--- src/rtl/demux_pkg.sv ---
// demux_pkg: shared select type, select constants, output count and one-hot decode for demux_reg
package demux_pkg;
  typedef logic [1:0] sel_t;
  localparam sel_t SEL_0 = 2'd0;
  localparam sel_t SEL_1 = 2'd1;
  localparam sel_t SEL_2 = 2'd2;
  localparam sel_t SEL_INVALID = 2'd3;
  localparam int N_OUT = 3;
  function automatic logic [2:0] onehot3(sel_t s);
    return s == SEL_0 ? 3'b001 : s == SEL_1 ? 3'b010 : s == SEL_2 ? 3'b100 : 3'b000;
  endfunction
endpackage

--- src/rtl/demux_ptr.sv ---
// demux_ptr: mod-3 round-robin pointer; clk, rst (sync, active-high), adv steps 0->1->2->0, ptr is the current value
module demux_ptr
  import demux_pkg::*;
(
  input  logic clk,
  input  logic rst,
  input  logic adv,
  output sel_t ptr
);
  sel_t ptr_q, ptr_d;
  always_comb ptr_d = adv ? (ptr_q == SEL_2 ? SEL_0 : ptr_q + 2'd1) : ptr_q;
  always_ff @(posedge clk) ptr_q <= rst ? SEL_0 : ptr_d;
  assign ptr = ptr_q;
endmodule

--- src/rtl/demux_reg.sv ---
// demux_reg: registered 1-to-3 demux; in clk rst idata sel le auto clr_err, out odata0-2 ostb ptr err (+err_cnt when DEMUX_REG_ERRCNT_EN)
module demux_reg
  import demux_pkg::*;
#(
  parameter int W = 2
) (
  input  logic         clk,
  input  logic         rst,
  input  logic [W-1:0] idata,
  input  logic [1:0]   sel,
  input  logic         le,
  input  logic         auto,
  input  logic         clr_err,
  output logic [W-1:0] odata0,
  output logic [W-1:0] odata1,
  output logic [W-1:0] odata2,
  output logic [2:0]   ostb,
  output logic [1:0]   ptr,
  output logic         err
`ifdef DEMUX_REG_ERRCNT_EN
  ,
  output logic [7:0]   err_cnt
`endif
);
  logic [W-1:0] od_q [N_OUT];
  logic [W-1:0] od_d [N_OUT];
  logic [2:0] ostb_q, ostb_d;
  logic err_q, err_d;
  sel_t ptr_w, tgt;
  logic wr, rej;
  assign tgt = auto ? ptr_w : sel;
  assign wr = le && tgt != SEL_INVALID;
  assign rej = le && !auto && sel == SEL_INVALID;
  demux_ptr u_ptr (.clk(clk), .rst(rst), .adv(wr && auto), .ptr(ptr_w));
  always_comb begin
    for (int i = 0; i < N_OUT; i++) od_d[i] = (wr && tgt == sel_t'(i)) ? idata : od_q[i];
    ostb_d = wr ? onehot3(tgt) : 3'b000;
    err_d = rej || (err_q && !clr_err);
  end
  always_ff @(posedge clk) begin
    if (rst) begin
      od_q <= '{default: '0};
      ostb_q <= 3'b000;
      err_q <= 1'b0;
    end else begin
      od_q <= od_d;
      ostb_q <= ostb_d;
      err_q <= err_d;
    end
  end
  assign odata0 = od_q[0];
  assign odata1 = od_q[1];
  assign odata2 = od_q[2];
  assign ostb = ostb_q;
  assign ptr = ptr_w;
  assign err = err_q;
`ifdef DEMUX_REG_ERRCNT_EN
  logic [7:0] cnt_q, cnt_d;
  always_comb cnt_d = rej ? (clr_err ? 8'd1 : cnt_q == 8'hFF ? cnt_q : cnt_q + 8'd1) : (clr_err ? 8'd0 : cnt_q);
  always_ff @(posedge clk) cnt_q <= rst ? 8'd0 : cnt_d;
  assign err_cnt = cnt_q;
`endif
endmodule

--- config.mk ---
export PLATFORM = sky130hd
export DESIGN_NAME = demux_reg
export DESIGN_NICKNAME = d
export VERILOG_FILES = /design/src/rtl/demux_pkg.sv /design/src/rtl/demux_ptr.sv /design/src/rtl/demux_reg.sv
export SDC_FILE = /design/constraint.sdc
export NUM_CORES = 1
export LEC_CHECK = 0
export ABC_AREA = 1
export CORE_AREA = 3 3 41 43
export DETAILED_ROUTE_END_ITERATION = 8
export DIE_AREA = 0 0 44 46
export PLACE_DENSITY_LB_ADDON = 0.3
export REMOVE_ABC_BUFFERS = 1
export SLEW_MARGIN = 30
export SYNTH_ARGS = -nofsm -noshare
export SYNTH_HDL_FRONTEND = slang
export SYNTH_HIERARCHICAL = 1
export SYNTH_SLANG_ARGS = --single-unit
--- constraint.sdc ---
create_clock -name clk -period 1.6 [get_ports clk]
set_input_delay 0.16 -clock clk [delete_from_list [all_inputs] [get_ports clk]]
set_output_delay 0.16 -clock clk [all_outputs]
set_load 0.02 [all_outputs]
==> results of run 1 <==
==> through the flow <==
stage	instances	hold slack [ns]	instance area (um^2)
2_1_floorplan	75	0.229	537
3_3_place_gp	116	0.453	801
3_5_place_dp	116	0.465	801
4_1_cts	120	0.479	837
5_1_grt	120	0.493	837
6_report	120	0.476	837
==> flip-flops by register name, summed over array words and instances, names as in the netlist <==
register / count
err: 1
odata0: 2
odata1: 2
odata2: 2
ostb: 3
u_ptr/ptr: 2
==> per-layer routing <==
layer  vias to the layer above  wire length (um)  track usage, %
met5                         -                 0               0
met4                         0                13            9.04
met3                         2                56            3.16
met2                         9               586            22.1
met1                       211               527            15.6
li1                        290                 -               -
==> how the worst max path moves through the flow <==
stage	depth (start not counted)	endpoint	slack [ns]
6_report	1	ptr[0]	0.15
3_5_place_dp	9	u_ptr/ptr[1]	-0.04
2_1_floorplan	6	u_ptr/ptr[1]	0.27
4_1_cts	1	ptr[0]	0.12
3_3_place_gp	9	u_ptr/ptr[1]	0.02
5_1_grt	1	ptr[0]	0.1
==> report_power, final <==
group          switching [mW]  internal [mW]  total [mW]
Clock                   0.101          0.138       0.239
Combinational          0.0841         0.0791       0.163
Sequential            0.00888          0.315       0.324
Total                   0.194          0.533       0.727
==> cells by family (layout without fill, tap and decap cells) <==
kind of cell    Yosys count  count (layout)  share of synthesized area (%)
compound gates            4               4                           4.20
buf+inv                  11              41                           7.69
flops                    12              12                           44.8
simple gates             48              48                           43.4
==> layout by cell type, fill, tap and decap left out <==
| cell | netlist | final |
|---|---|---|
| a211oi_1 | 1 | 1 |
| clkdlybuf4s50_1 | 0 | 20 |
| nand2_1 | 21 | 21 |
| clkbuf_8 | 0 | 1 |
| a21oi_1 | 2 | 2 |
| nand4_1 | 3 | 3 |
| buf_4 | 0 | 6 |
| nor3_1 | 3 | 3 |
| o21ai_1 | 1 | 1 |
| nor2_1 | 13 | 13 |
| nand2_2 | 3 | 3 |
| clkbuf_4 | 0 | 3 |
| dfxtp_1 | 12 | 12 |
| nor2_2 | 2 | 2 |
| inv_1 | 10 | 10 |
| nor2_4 | 2 | 2 |
| inv_2 | 1 | 1 |
| nand3_4 | 1 | 1 |
==> final cells by class <==
class | instances | area share [%]
Multi-Input combinational cell | 52 | 30.5
Timing Repair Buffer | 26 | 29.3
Sequential cell | 12 | 28.7
Inverter | 11 | 4.93
Clock buffer | 4 | 4.33
Tap cell | 15 | 2.24
==> impl_metrics.tcl, run 1 <==
set metrics [dict create \
    post-route-util_pct 62.8 \
    synth_area_per_cell_um2 7.16 \
    multiInputGateArea_um2 255 \
    clkTransAtPathRegs_ns 0.07 \
    die_w_um 44 \
    grt_setup_unrepaired "no" \
    p_total_mw 0.727 \
    p_per_area_nw_per_um2 868 \
    regArea_um2 240 \
    cap_violations 0 \
    holdCritPathClass "flip-flop to flip-flop" \
    synth_edf_count 0 \
    cts_tree "yes" \
    hp-start "err" \
    reg2reg_setup_slack_ns 0.37 \
    period_needed_ns 1.45 \
    drive_gt1_share_pct 18.1 \
    insertion_delay_ns 0.27 \
    slew_headroom_pct 84.2 \
    first_pass_iters 3 \
    worstReg2RegEnd "u_ptr/ptr[1]" \
    boundaryPins 21 \
    whs_path_depth 2 \
    r2r-start "u_ptr/ptr[0]" \
    synth_flop_cell "dfxtp_1" \
    hold_violations 0 \
    routed_wl_um 1180 \
    initial_core_util_pct 40.2 \
    yosys-top-cells-count "nand2_1, nor2_1, dfxtp_1" \
    synthTopCellsByArea "dfxtp_1, nand2_1, nor2_1, inv_1, nor2_4" \
    drt_iter0_drc 9 \
    grt_max_degree 8 \
    numCtsBuffers 3 \
    max_freq_ghz 0.690 \
    synth-warning-count 6 \
    critical_path_required_ns 1.44 \
    dp_hpwl_um 914 \
    finalCritPeriodShare_pct 90.6 \
    vias_per_cell 4.27 \
    fillCellCount 124 \
    holdPathEnd "err" \
    cts_buffer_depth 2 \
    vias 512 \
    setup-violations-final 0 \
    syn-cell-area_um2 537 \
    rows 13 \
    tightest_slew_ns 0.236 \
    setup.worst_path.start "u_ptr/ptr[0]" \
    ys_ff_latch 12 \
    worst_path_largest_cell_delay_ns 0.63 \
    start_kind "flip-flop" \
    dp_worst_setup_slack_ns -0.0373 \
    nets 115 \
    dieArea_um2 2020 \
    worstPathCellList "clkdlybuf4s50_1" \
    crit_family "buffers and inverters" \
    slew_violations 0 \
    fin_tns_setup_ns 0 \
    synth.most_common_cell "nand2_1" \
    cts_setup_buffers 0 \
    cp_data_arrival_time_ns 1.29 \
    crit_type "flip-flop to output port" \
    grt_use_total_pct 13.5 \
    vdd_drop_max_uv 500 \
    crit_slowest_cell "clkdlybuf4s50_1" \
    synth_cell_types 14 \
    cp_max_fo 5 \
    n_antenna_cell 0 \
    grt_first_pass_wirelength_um 1980 \
    synth_cells 75 \
    antenna_found_initial 0 \
    port_buffers 20 \
    rr_worst_depth 7 \
    clock-root-buffer "clkbuf_4" \
    drc_errors 0 \
    run_status "finished clean" \
    die_h_um 46 \
    routedWlPerCell_um 9.87 \
    cts_resized 0 \
    h-tree-depth 1 \
    ctsHoldBuffers 0 \
    syn2layout_area_growth_pct 55.9 \
    skew_ns 0.00254 \
    grt_pass1_vias 485 \
    worst_slack_ns 0.151 \
    place_congestion 0.696 \
    power_leakage_nw 0.372 \
    seq_area_frac_synth_pct 44.8 \
    end_kind "output port" \
    synth_area_leader_cell "dfxtp_1" \
    overflow 0 \
    crit_buf_inv 1 \
    coreArea_um2 1330 \
    synthArstFlopShare_pct 0 \
    detail-route-antenna-nets 0 \
    clock_sinks 12 \
    synth_top_cell_area_share_pct 44.8 \
]
(Power assumes the default switching activity.)
==> inputs of run 2 (changes only) <==
CAP_MARGIN = 20   (was not set)
==> results of run 2 <==
No change in the layout: final DEF, timing and power equal those of run 1.
==> inputs of run 3 (changes only) <==
clock period = 1.5 ns   (was 1.6 ns; I/O delays follow)
==> run 3 against run 2 <==
Utilization unchanged. Register-to-register slack worse by 0.09 ns. Sequential share of layout area stayed put. Count of clock-buffer cells in the layout unchanged. Die area is the same. Highest routed layer unchanged. Critical path depth unchanged. Largest cell class unchanged. Critical path type unchanged. Clock skew hardly changed.
==> impl_metrics.tcl, run 3 (synthesis results as in run 1) <==
set metrics [dict create \
    worst_path_largest_cell_delay_ns 0.63 \
    insertion_delay_ns 0.27 \
    cts_tree "yes" \
    grt-busiest-layer "met2" \
    power_leakage_nw 0.372 \
    period_needed_ns 1.45 \
    routed_wl_um 1150 \
    detail-route-antenna-nets 0 \
    clkTransAtPathRegs_ns 0.08 \
    skew_ns 0.00299 \
    use_met3_pct 4.35 \
    grt_max_degree 8 \
    slew_violations 0 \
    grt_pass1_vias 499 \
    slew_headroom_pct 84.6 \
    worstReg2RegEnd "u_ptr/ptr[1]" \
    cp_max_fo 5 \
    reg2reg_setup_slack_ns 0.28 \
    boundaryPins 21 \
    stdcell_count 120 \
    rr_worst_depth 7 \
    crit_type "flip-flop to output port" \
    cts_setup_buffers 0 \
    clockPowerShare_pct 33.7 \
    hp-start "err" \
    seqPwrFrac_pct 44.2 \
    p_comb_share_pct 22.1 \
    final_cell_mix "nand2_1, clkdlybuf4s50_1, nor2_1" \
    first_pass_iters 2 \
    antenna_found_initial 0 \
    routedWlPerCell_um 9.59 \
    grt_first_pass_wirelength_um 1940 \
    max_freq_ghz 0.692 \
    crit_buf_inv 1 \
    die_w_um 44 \
    setup-violations-final 0 \
    hold_violations 0 \
    crit_family "buffers and inverters" \
    run_status "finished clean" \
    place_congestion 0.696 \
    ctsHoldBuffers 0 \
    vias_per_cell 4.46 \
    grt_use_total_pct 13.3 \
    port_buffers 20 \
    overflow 0 \
    cts_resized 0 \
    coreArea_um2 1330 \
    die_h_um 46 \
    end_kind "output port" \
    intPower_mw 0.568 \
    cp_data_arrival_time_ns 1.30 \
    largest_register_ffs 3 \
    dp_cells 116 \
    holdPathEnd "err" \
    clock_sinks 12 \
    final_common_cell "nand2_1" \
    whs_path_depth 2 \
    sw_frac_of_total_pct 27.4 \
    dieArea_um2 2020 \
    drt_iter0_drc 12 \
    vdd_drop_max_uv 466 \
    start_kind "flip-flop" \
    numCtsBuffers 3 \
    gr-usage-met2_pct 22.1 \
    nets 115 \
    gr-usage-met1_pct 14.9 \
    finalCritPeriodShare_pct 96.4 \
    r2r-start "u_ptr/ptr[0]" \
    p_per_area_nw_per_um2 935 \
    dp_hpwl_um 923 \
    cap_violations 0 \
    h-tree-depth 1 \
    critical_path_required_ns 1.35 \
    drc_errors 0 \
    worstPathCellList "clkdlybuf4s50_1" \
    initial_core_util_pct 40.2 \
    n_antenna_cell 0 \
    syn2layout_area_growth_pct 55.9 \
    tightest_slew_ns 0.230 \
    grt_setup_unrepaired "no" \
    p_total_mw 0.782 \
    vias 535 \
    power_switching_mw 0.214 \
    drive_gt1_share_pct 18.1 \
    clock-root-buffer "clkbuf_4" \
    holdCritPathClass "flip-flop to flip-flop" \
    cts_buffer_depth 2 \
    path_depth 1 \
    crit_slowest_cell "clkdlybuf4s50_1" \
    rows 13 \
]
-- run 3: cell counts in the layout (fill, tap and decap cells not counted) --
No cell type changed its count.
-- run 3: stage by stage --
step	TNS, ns	cell area (um^2)	hold WS (ns)	utilization, %	worst slack [ns]
CTS	0	837	0.468	62.8	0.0337
global route	0	837	0.489	62.8	0.00499
global placement	-0.146	801	0.453	60.0	-0.0748
floorplan	0	537	0.219	-	0.168
finish	0	837	0.464	62.8	0.0544
detailed placement	-0.252	801	0.456	60.0	-0.129
-- run 3: how the worst max path moves through the flow --
stage                            start            to
after detailed placement          auto  u_ptr/ptr[1]
after global placement            auto  u_ptr/ptr[1]
after CTS                 u_ptr/ptr[0]        ptr[0]
after floorplan           u_ptr/ptr[0]  u_ptr/ptr[1]
after global routing      u_ptr/ptr[0]        ptr[0]
final                     u_ptr/ptr[0]        ptr[0]
-- run 3: worst min-delay path: stages, from the launching register on --
cell and delay, ns:
dfxtp_1 0.31, nand2_1 0.06, a21oi_1 0.05
-- run 3: layer usage --
layer  wire length [um]  up-vias
li1                   -      293
met1                507      231
met2                571        9
met3                 62        2
met4                 10        0
met5                  0        -
-- run 3: area by class of cell --
| cell class | count | area (um^2) |
|---|---|---|
| flip-flops and latches | 12 | 240 |
| well taps | 15 | 18.8 |
| clock buffers | 4 | 36.3 |
| inverters | 11 | 41.3 |
| repair buffers | 26 | 245 |
| fillers | 128 | 497 |
| multi-input cells | 52 | 255 |
-- run 3: power groups by stage --
stage          Sequential [mW]  Clock [mW]  Combinational, mW
2_1_floorplan            0.375           0             0.0662
5_1_grt                  0.348       0.274              0.192
4_1_cts                  0.346       0.269              0.176
3_3_place_gp             0.353           0              0.172
6_report                 0.346       0.263              0.173
3_5_place_dp             0.354           0              0.174
